--- config.mk ---
export PLATFORM = sky130hd
export DESIGN_NAME = disp_scan_ctrl
export DESIGN_NICKNAME = d
export VERILOG_FILES = /design/src/rtl/disp_scan_ctrl.sv
export SDC_FILE = /design/constraint.sdc
export NUM_CORES = 1
export LEC_CHECK = 0
export CAP_MARGIN = 20
export CORE_UTILIZATION = 30
export DETAILED_ROUTE_END_ITERATION = 6
export DONT_BUFFER_PORTS = 1
export SYNTH_ARGS = -nofsm -noshare
export SYNTH_HDL_FRONTEND = slang
export SYNTH_SLANG_ARGS = --single-unit
--- constraint.sdc ---
create_clock -name clk -period 5.5 [get_ports clk]
set_clock_uncertainty 0.15 [all_clocks]
set_input_delay 0.55 -clock clk [delete_from_list [all_inputs] [get_ports clk]]
set_output_delay 0.55 -clock clk [all_outputs]
set_load 0.03 [all_outputs]
--- src/rtl/disp_scan_ctrl.sv ---
// disp_scan_ctrl
//   Multiplexed 4-digit display scan controller. A prescaler steps the digit
//   index every DIV clocks. New display content is written into a shadow
//   register set and only committed to the active set at a frame boundary
//   (the end of digit 3), so a frame never shows a mix of old and new data.
//   A frame counter drives a blink phase that blanks blink-enabled digits.
//
// Ports
//   clk          in   system clock
//   rst          in   synchronous active-high reset
//   load         in   one-cycle strobe capturing the *_in payload
//   hex_in       in   four hex nibbles, digit0 = [3:0]
//   point_in     in   decimal point per digit
//   le_in        in   blank per digit (1 = blanked)
//   blink_en_in  in   blink enable per digit
//   scan         out  current digit index
//   hexs         out  active hex word
//   points       out  active decimal points
//   LEs          out  effective blank per digit (static blank or blink)
//   frame        out  one-cycle pulse after each frame boundary
//   pending      out  shadow holds data not yet committed
module disp_scan_ctrl #(
    parameter int DIV          = 50000,
    parameter int BLINK_FRAMES = 64
) (
    input  logic        clk,
    input  logic        rst,
    input  logic        load,
    input  logic [15:0] hex_in,
    input  logic [3:0]  point_in,
    input  logic [3:0]  le_in,
    input  logic [3:0]  blink_en_in,
    output logic [1:0]  scan,
    output logic [15:0] hexs,
    output logic [3:0]  points,
    output logic [3:0]  LEs,
    output logic        frame,
    output logic        pending
);

    localparam int CW = (DIV > 1) ? $clog2(DIV) : 1;
    localparam int FW = (BLINK_FRAMES > 1) ? $clog2(BLINK_FRAMES) : 1;

    logic [CW-1:0] cnt_q, cnt_d;
    logic [1:0]    scan_q, scan_d;
    logic [FW-1:0] fcnt_q, fcnt_d;
    logic          phase_q, phase_d;

    logic [15:0]   sh_hex_q, sh_hex_d;
    logic [3:0]    sh_pt_q, sh_pt_d;
    logic [3:0]    sh_le_q, sh_le_d;
    logic [3:0]    sh_be_q, sh_be_d;
    logic          pend_q, pend_d;

    logic [15:0]   hex_q, hex_d;
    logic [3:0]    pt_q, pt_d;
    logic [3:0]    le_q, le_d;
    logic [3:0]    be_q, be_d;

    logic [3:0]    les_q, les_d;
    logic          frame_q, frame_d;

    logic          tick;
    logic          boundary;

    always_comb begin
        tick     = (cnt_q == CW'(DIV - 1));
        boundary = tick && (scan_q == 2'd3);

        cnt_d  = tick ? '0 : cnt_q + CW'(1);
        scan_d = tick ? scan_q + 2'd1 : scan_q;

        fcnt_d  = fcnt_q;
        phase_d = phase_q;
        if (boundary) begin
            if (fcnt_q == FW'(BLINK_FRAMES - 1)) begin
                fcnt_d  = '0;
                phase_d = ~phase_q;
            end else begin
                fcnt_d = fcnt_q + FW'(1);
            end
        end

        sh_hex_d = sh_hex_q;
        sh_pt_d  = sh_pt_q;
        sh_le_d  = sh_le_q;
        sh_be_d  = sh_be_q;
        pend_d   = pend_q;
        if (load) begin
            sh_hex_d = hex_in;
            sh_pt_d  = point_in;
            sh_le_d  = le_in;
            sh_be_d  = blink_en_in;
            pend_d   = 1'b1;
        end

        hex_d = hex_q;
        pt_d  = pt_q;
        le_d  = le_q;
        be_d  = be_q;
        if (boundary) begin
            // A load landing on the boundary edge bypasses the shadow so it
            // is not held back a whole frame.
            if (load) begin
                hex_d  = hex_in;
                pt_d   = point_in;
                le_d   = le_in;
                be_d   = blink_en_in;
                pend_d = 1'b0;
            end else if (pend_q) begin
                hex_d  = sh_hex_q;
                pt_d   = sh_pt_q;
                le_d   = sh_le_q;
                be_d   = sh_be_q;
                pend_d = 1'b0;
            end
        end

        // Built from next-state values so LEs always matches the active set
        // and blink phase visible in the same cycle.
        les_d   = le_d | (be_d & {4{phase_d}});
        frame_d = boundary;
    end

    always_ff @(posedge clk) begin
        if (rst) begin
            cnt_q    <= '0;
            scan_q   <= 2'd0;
            fcnt_q   <= '0;
            phase_q  <= 1'b0;
            sh_hex_q <= 16'h0000;
            sh_pt_q  <= 4'h0;
            sh_le_q  <= 4'h0;
            sh_be_q  <= 4'h0;
            pend_q   <= 1'b0;
            hex_q    <= 16'h0000;
            pt_q     <= 4'h0;
            le_q     <= 4'hF;
            be_q     <= 4'h0;
            les_q    <= 4'hF;
            frame_q  <= 1'b0;
        end else begin
            cnt_q    <= cnt_d;
            scan_q   <= scan_d;
            fcnt_q   <= fcnt_d;
            phase_q  <= phase_d;
            sh_hex_q <= sh_hex_d;
            sh_pt_q  <= sh_pt_d;
            sh_le_q  <= sh_le_d;
            sh_be_q  <= sh_be_d;
            pend_q   <= pend_d;
            hex_q    <= hex_d;
            pt_q     <= pt_d;
            le_q     <= le_d;
            be_q     <= be_d;
            les_q    <= les_d;
            frame_q  <= frame_d;
        end
    end

    assign scan    = scan_q;
    assign hexs    = hex_q;
    assign points  = pt_q;
    assign LEs     = les_q;
    assign frame   = frame_q;
    assign pending = pend_q;

endmodule

## Word-level counts from Yosys, hierarchy flattened

Index checks and enable logic that the tools add are counted.

| word-level totals | value |
|---|---|
| output and inout bits | 28 |
| ROM bits | 0 |
| latch bits | 0 |
| memories kept | 0 |
| input bits | 31 |
| memory bits (writable) | 0 |
| bits in registers | 87 |
| word-level logic and storage cells | 45 |

| operators by class | value |
|---|---|
| order comparisons | 0 |
| multipliers | 0 |
| shift operators | 0 |
| bitwise operators | 3 |
| div/mod/pow operators | 0 |
| $add $sub $neg | 3 |
| reduce and logical (&&, ||, !) cells | 4 |
| equal/unequal tests | 3 |
| mux-type cells | 17 |

Operator list:

| operator | count |
|---|---|
| two-way mux 16 bit | 2 |
| two-way mux 4 bit | 8 |
| adder 16 x 1 -> 16 bit, second input constant | 1 |
| equality test 16 bit, second input constant | 1 |
| adder 6 x 1 -> 6 bit, second input constant | 1 |
| equality test 6 bit, second input constant | 1 |
| two-way mux 1 bit | 6 |
| two-way mux 6 bit | 1 |
| AND 4 bit | 1 |
| OR 4 bit | 1 |
| adder 2 x 1 -> 2 bit, second input constant | 1 |
| equality test 2 bit, second input constant | 1 |
| AND reduction 2 bit | 1 |
| nonzero test 2 bit | 1 |
| OR reduction 2 bit | 1 |
| logical AND 1 bit | 1 |
| NOT 1 bit | 1 |

## Depth between registers and ports, before layout

Gate-level depths: netlist of run 1.

| depth | value |
|---|---|
| word-level depth | 5 |
| mapped depth | 7 |
| mapped depth without buffers | 6 |

## Worst setup path before layout of run 1

Ideal clock, no wire load.

| path | value |
|---|---|
| path kind | register to register |
| start | register scan_q[0] (netlist: scan[0]) |
| end | register les_q[3] (netlist: LEs[3]) |
| slack | 3.417 ns |
| buffers on the path | 0 |
| cell stages (with the launch flop) | 7 |
| arrival | 1.802 ns |
| setup time | 0.130 ns |
| required time | 5.220 ns |
| period minus slack after synthesis | 2.083 ns |
| cell sequence | dfxtp_1 ha_1 and4_1 and4_4 o21ai_4 a221o_1 o21bai_1 |

| between the ends | value |
|---|---|
| cells in the longest elaborated chain, start to end | 5 |
| elaborated cells between the ends (all ways) | 7 |
| classes of those cells | 1 x eq/ne; 3 x mux; 2 x bitwise; 1 x reduce/logical |

Ends and longest elaborated chain:

| element | line | RTL |
|---|---|---|
| from (decl) | 45 | `logic [1:0] scan_q, scan_d;` |
| from (signal assigned) | 144 | `scan_q <= scan_d;` |
| equality test 2 bit * | 68 | `boundary = tick && (scan_q == 2'd3);` |
| logical AND 1 bit * | 68 |  |
| two-way mux 4 bit or two-way mux 1 bit (tied branches) | 101, 75 |  |
| AND 4 bit | 121 | `les_d = le_d \| (be_d & {4{phase_d}});` |
| OR 4 bit * | 121 |  |
| to (signal assigned) | 156 | `les_q <= les_d;` |
| to (decl) | 60 | `logic [3:0] les_q, les_d;` |

Every way passes the cells marked *; elsewhere a longest branch is shown, timed or not.
A chain may end at the register's enable or synchronous reset.

## Final worst setup path of run 1

Ends and elaborated chain as after synthesis.

==> results.yml, run 1 <==
grt:
  grt_util_met2_pct: 19.17
  grt_max_degree: 70
  track_usage_pct: 12.03
  grt_pass1_wl_um: 10670
  use_met3_pct: 3.587
  antenna_found_initial: 0
  top_usage_layer: "met2"
  met1_usage_pct: 14.75
  overflow: 0
  grt_pass1_vias: 2157
floorplanning:
  io_pins: 59
  die_y_um: 107.0
  chipWidth_um: 107.0
  core_area_um2: 10510
  die-area_um2: 11450
  start_util_pct: 31.47
  rows: 37
sta:
  period_share_pct: 42.00
  setup_viol: 0
  fin_crit_ns: 2.310
  holdWs_ns: 0.1123
  hold_viol: 0
  report.final.slew_viol_count: 0
  fmaxAchievable_ghz: 0.4329
  finalSetupTns_ns: 0
  worst_pin_slew_ns: 0.5598
  rsz0062_at_grt: "no"
  relSlewSlack_pct: 62.63
pwr:
  ir_worst_vdd_v: 0.0001946
  power_density_nw_per_um2: 317.4
  leakage_nw: 1.331
layout:
  final_cell_mix: "dfxtp_1, nor2_1, mux2i_1"
  drive_above_1_share_pct: 8.383
  n_antenna_cell: 0
  syn_to_final_growth_pct: 8.967
  nets: 363
  final_common_cell: "dfxtp_1"
clock_network:
  cts_hold_buf: 0
  cts-root-buf: "clkbuf_8"
  clk_latency_ns: 0.36
  cts_max_level: 3
  cts_resized: 0
  clk_pin_slew_ns: 0.09
  cts_made_buffers: 9
  clockBufferDepth: 2
  clkSinkCount: 87
  cts_tree: "yes"
  post_cts_buffers: 0
synthesis:
  seq_area_frac_synth_pct: 52.67
  yosysTopAreaCell: "dfxtp_1"
  yosysTopAreaCellShare_pct: 52.67
  yosys-mux-area-fraction_pct: 8.854
  synth_simple_gate_area_share_pct: 19.79
  ys_types: 40
  synth_compound_area_share_pct: 8.778
  synth_flop_cell: "dfxtp_1"
  synth_top_family_by_area: "simple AND/OR/NAND/NOR gates"
  synth-xor-area-share_pct: 5.562
  synth-edff-count: 0
  synth_area_um2: 3307
  synth_fa_ha_area_share_pct: 1.135
  syn-instance-count: 335
  netlist_top_cells_area: "dfxtp_1, nor2_1, mux2i_1"
  syn_nets: 369
  synthArstFlopShare_pct: 0
  yosys_warnings: 0
  ys_ff_latch: 87
  avgSynthCellArea_um2: 9.871
detailed_routing:
  avgRoutedWirePerCell_um: 13.72
  avgViaCountPerCell: 4.730
  drt_iter0_markers: 149
  vias: 2223
  wirelength_um: 6447
  dr.pass1.iters: 4
  antenna_left: 0
  drc: 0
worst_setup_path:
  cp.required_ns: 5.58
  rr_worst_depth: 6
  reg2reg_to: "LEs[3]"
  cp.arrival_ns: 2.39
  worstPathMaxFanout: 12
  worstSetupEndpointType: "flop"
  crit_path_start_kind: "flop"
  cp-endpoint: "LEs[3]"
  reg2reg_slack_ns: 3.19
  r2r_start: "scan[0]"
  path_class: "reg2reg"
  crit_start: "scan[0]"
worst_hold_path:
  hp-start: "rst"
  hp-class: "in2reg"
placed_design:
  port_buffers: 0
  dpl.hpwl_um: 4272
  gp_congestion: 0.6933
job:
  maxCapViolations: 0
status:
  outcome: "completed"
-- cells in the mapped netlist, drive strengths merged (2+ instances only) --
cell type  count
xnor2          9
nor2          77
mux2           2
a21oi          5
o21bai         3
nor4           2
nand3          8
and3           4
a211o          2
and4           5
o21ai          3
xor2          12
nand2         15
a211oi        21
nor2b          3
buf           11
dfxtp         87
ha             3
nor3           9
nand4          5
clkbuf         7
mux2i         27
and2           2
inv            5
-- worst max-delay path: stages (launching register included) --
cell,delay [ns]
dfxtp_1,0.55
ha_1,0.24
and4_1,0.23
and4_4,0.35
o21ai_4,0.13
a221o_1,0.38
o21bai_1,0.15
-- state kept, by name, indices dropped and copies added, names as in the netlist --
register  cells
phase_q       1
frame         1
pending       1
sh_le_q       4
scan          2
cnt_q        16
sh_pt_q       4
fcnt_q        6
LEs           4
sh_be_q       4
be_q          4
points        4
sh_hex_q     16
hexs         16
le_q          4
-- stage by stage --
step                instance area (µm²)  utilization, %  setup WS (ns)  std cells  power, mW
global placement                   3397           32.33          3.219        454     0.6969
detailed placement                 3397           32.33          3.202        454     0.6987
finish                             3603           34.29          3.190        470      1.144
global route                       3603           34.29          3.070        470      1.194
floorplan                          3307               -          3.417        335     0.7035
CTS                                3603           34.29          3.171        470      1.160
-- power by group --
group | internal [mW] | switching, mW
registers | 0.644 | 0.00706
logic | 0.0161 | 0.0165
clock network | 0.225 | 0.236
total | 0.884 | 0.259
-- per-layer routing --
| metal | wire length (µm) | up-vias |
|---|---|---|
| li1 | - | 1140 |
| met1 | 3039 | 1041 |
| met2 | 3066 | 34 |
| met3 | 239 | 8 |
| met4 | 102 | 0 |
| met5 | 0 | - |
-- cells by family after synthesis --
family                   Yosys count
buffers and inverters             23
AND/OR/NAND/NOR                  134
flip-flops                        87
XOR/XNOR                          21
multiplexers                      29
AO/OA/AOI/OAI                     38
adder cells (fa/ha/maj)            3
-- final cells by class --
| cell class | count | area, µm² |
|---|---|---|
| flip-flops and latches | 87 | 1742 |
| inverters | 5 | 18.77 |
| fillers | 1057 | 6905 |
| clock inverters | 6 | 68.82 |
| well taps | 136 | 170.2 |
| clock buffers | 10 | 137.6 |
| repair buffers | 1 | 7.507 |
| multi-input cells | 225 | 1459 |
-- worst min-delay path by stage --
stage / endpoint / slack [ns] / depth (start not counted)
2_1_floorplan: cnt_q[0] / 0.27 / 1
3_3_place_gp: cnt_q[0] / 0.28 / 1
3_5_place_dp: cnt_q[0] / 0.29 / 1
4_1_cts: sh_be_q[0] / 0.09 / 1
5_1_grt: sh_pt_q[0] / 0.09 / 1
6_report: sh_pt_q[0] / 0.11 / 1
Power figures use the tool's default switching activity.
==> run 2, diff against run 1 <==
==> constraint.sdc (replaced) <==
create_clock -name clk -period 2.3 [get_ports clk]
set_clock_uncertainty 0.15 [all_clocks]
set_input_delay 0.23 -clock clk [delete_from_list [all_inputs] [get_ports clk]]
set_output_delay 0.23 -clock clk [all_outputs]
set_load 0.03 [all_outputs]
==> results.yml, run 2 (synthesis gave the netlist of run 1 again) <==
status:
  outcome: "completed"
job:
  maxCapViolations: 0
grt:
  grt_pass1_vias: 2364
  track_usage_pct: 12.89
  antenna_found_initial: 0
  grt_max_degree: 69
  overflow: 0
  grt_pass1_wl_um: 11390
sta:
  period_share_pct: 92.34
  fin_crit_ns: 2.124
  finalSetupTns_ns: 0
  relSlewSlack_pct: 63.23
  setup_viol: 0
  fin_ws_ns: 0.1761
  rsz0062_at_grt: "no"
  hold_viol: 0
  fmaxAchievable_ghz: 0.4708
  report.final.slew_viol_count: 0
  worst_pin_slew_ns: 0.5473
placed_design:
  pre_cts_slack_ns: 0.1705
  dpl.hpwl_um: 4308
  port_buffers: 0
  gp_congestion: 0.8444
layout:
  final_util_pct: 37.87
  drive_above_1_share_pct: 9.140
  final_common_cell: "dfxtp_1"
  nets: 401
  fillers: 1029
  syn_to_final_growth_pct: 20.36
  multi_input_area_um2: 1459
  n_antenna_cell: 0
  seqCellArea_um2: 1742
  final_cell_mix: "dfxtp_1, nor2_1, dlygate4sd3_1"
pwr:
  switching_share_pct: 24.39
  ir_worst_vdd_v: 0.0003661
  p_clk_share_pct: 35.5
  combPwrFrac_pct: 6.4
  p_switching_mw: 0.6512
  p_seq_share_pct: 58.1
  leakage_nw: 1.497
  total_power_mw: 2.670
  p_int_mw: 2.019
  power_density_nw_per_um2: 670.9
worst_hold_path:
  hold_path_depth: 2
  hp-start: "load"
  min_to: "sh_be_q[0]"
  hp-class: "in2reg"
clock_network:
  clockBufferDepth: 2
  cts-root-buf: "clkbuf_8"
  clk_pin_slew_ns: 0.09
  clk_latency_ns: 0.36
  cts_max_level: 3
  clkSinkCount: 87
  cts_tree: "yes"
  cts_made_buffers: 9
detailed_routing:
  avgRoutedWirePerCell_um: 13.48
  antenna_left: 0
  avgViaCountPerCell: 4.620
  drc: 0
  vias: 2347
  dr.pass1.iters: 4
  wirelength_um: 6850
  drt_iter0_markers: 105
floorplanning:
  chipWidth_um: 107.0
  die-area_um2: 11450
  io_pins: 59
  start_util_pct: 31.47
  core_area_um2: 10510
  rows: 37
  die_y_um: 107.0
worst_setup_path:
  worstSetupEndpointType: "flop"
  cp.required_ns: 2.38
  crit_path_start_kind: "flop"
  worstPathMaxFanout: 12
  r2r_start: "cnt_q[0]"
  path_class: "reg2reg"
  rr_worst_depth: 6
  reg2reg_to: "LEs[3]"
  cp.arrival_ns: 2.20
  reg2reg_slack_ns: 0.18
==> run 2: per-layer routing <==
layer | global-route usage [%] | share of wire, % | vias to the layer above
met5 | 0 | 0 | -
met2 | 21.20 | 49 | 49
met4 | 5.382 | 1.7 | 0
li1 | - | - | 1212
met1 | 15.90 | 45 | 1078
met3 | 3.404 | 4.2 | 8
==> run 2: cell type report <==
cell class	instances	share of cell area, %
Inverter	5	0.4715
Timing Repair Buffer	39	10.50
Tap cell	136	4.275
Multi-Input combinational cell	225	36.66
Sequential cell	87	43.76
Clock inverter	7	1.226
Clock buffer	9	3.112
==> run 2: worst max path at each step <==
| stage | slack (ns) | from | endpoint | depth (start not counted) |
|---|---|---|---|---|
| final | 0.18 | cnt_q[0] | LEs[3] | 6 |
| after global placement | 0.21 | cnt_q[0] | LEs[3] | 6 |
| after global routing | 0.05 | cnt_q[0] | LEs[3] | 6 |
| after floorplan | 0.22 | scan[0] | LEs[3] | 6 |
| after CTS | 0.16 | cnt_q[0] | LEs[3] | 6 |
| after detailed placement | 0.17 | cnt_q[0] | LEs[3] | 6 |
==> run 2: critical path: stages, from the launching register on <==
cell and delay, ns:
dfxtp_1 0.36, ha_1 0.24, and4_1 0.25, and4_4 0.34
o21ai_4 0.13, a221o_1 0.37, o21bai_1 0.15
==> run 2: through the flow <==
step	std cells	area (µm²)	hold WS [ns]
global placement	458	3440	0.1594
CTS	508	3980	0.001320
detailed placement	458	3440	0.1643
floorplan	335	3307	0.1890
global route	508	3980	0.005566
finish	508	3980	0.01364
==> run 2: timing repair <==
| action | CTS | global route |
|---|---|---|
| buffers inserted | 0 | 0 |
| resized for setup | 0 | 0 |
| endpoints found under the hold margin | 72 | 0 |
| hold buffers | 34 | 0 |
==> run 2: power groups by stage <==
stage | clock network [mW] | registers, mW | logic (mW)
detailed placement | 0 | 1.59 | 0.0860
global placement | 0 | 1.58 | 0.0840
finish | 0.949 | 1.55 | 0.171
CTS | 0.982 | 1.55 | 0.173
floorplan | 0 | 1.59 | 0.0951
global route | 1.04 | 1.55 | 0.190
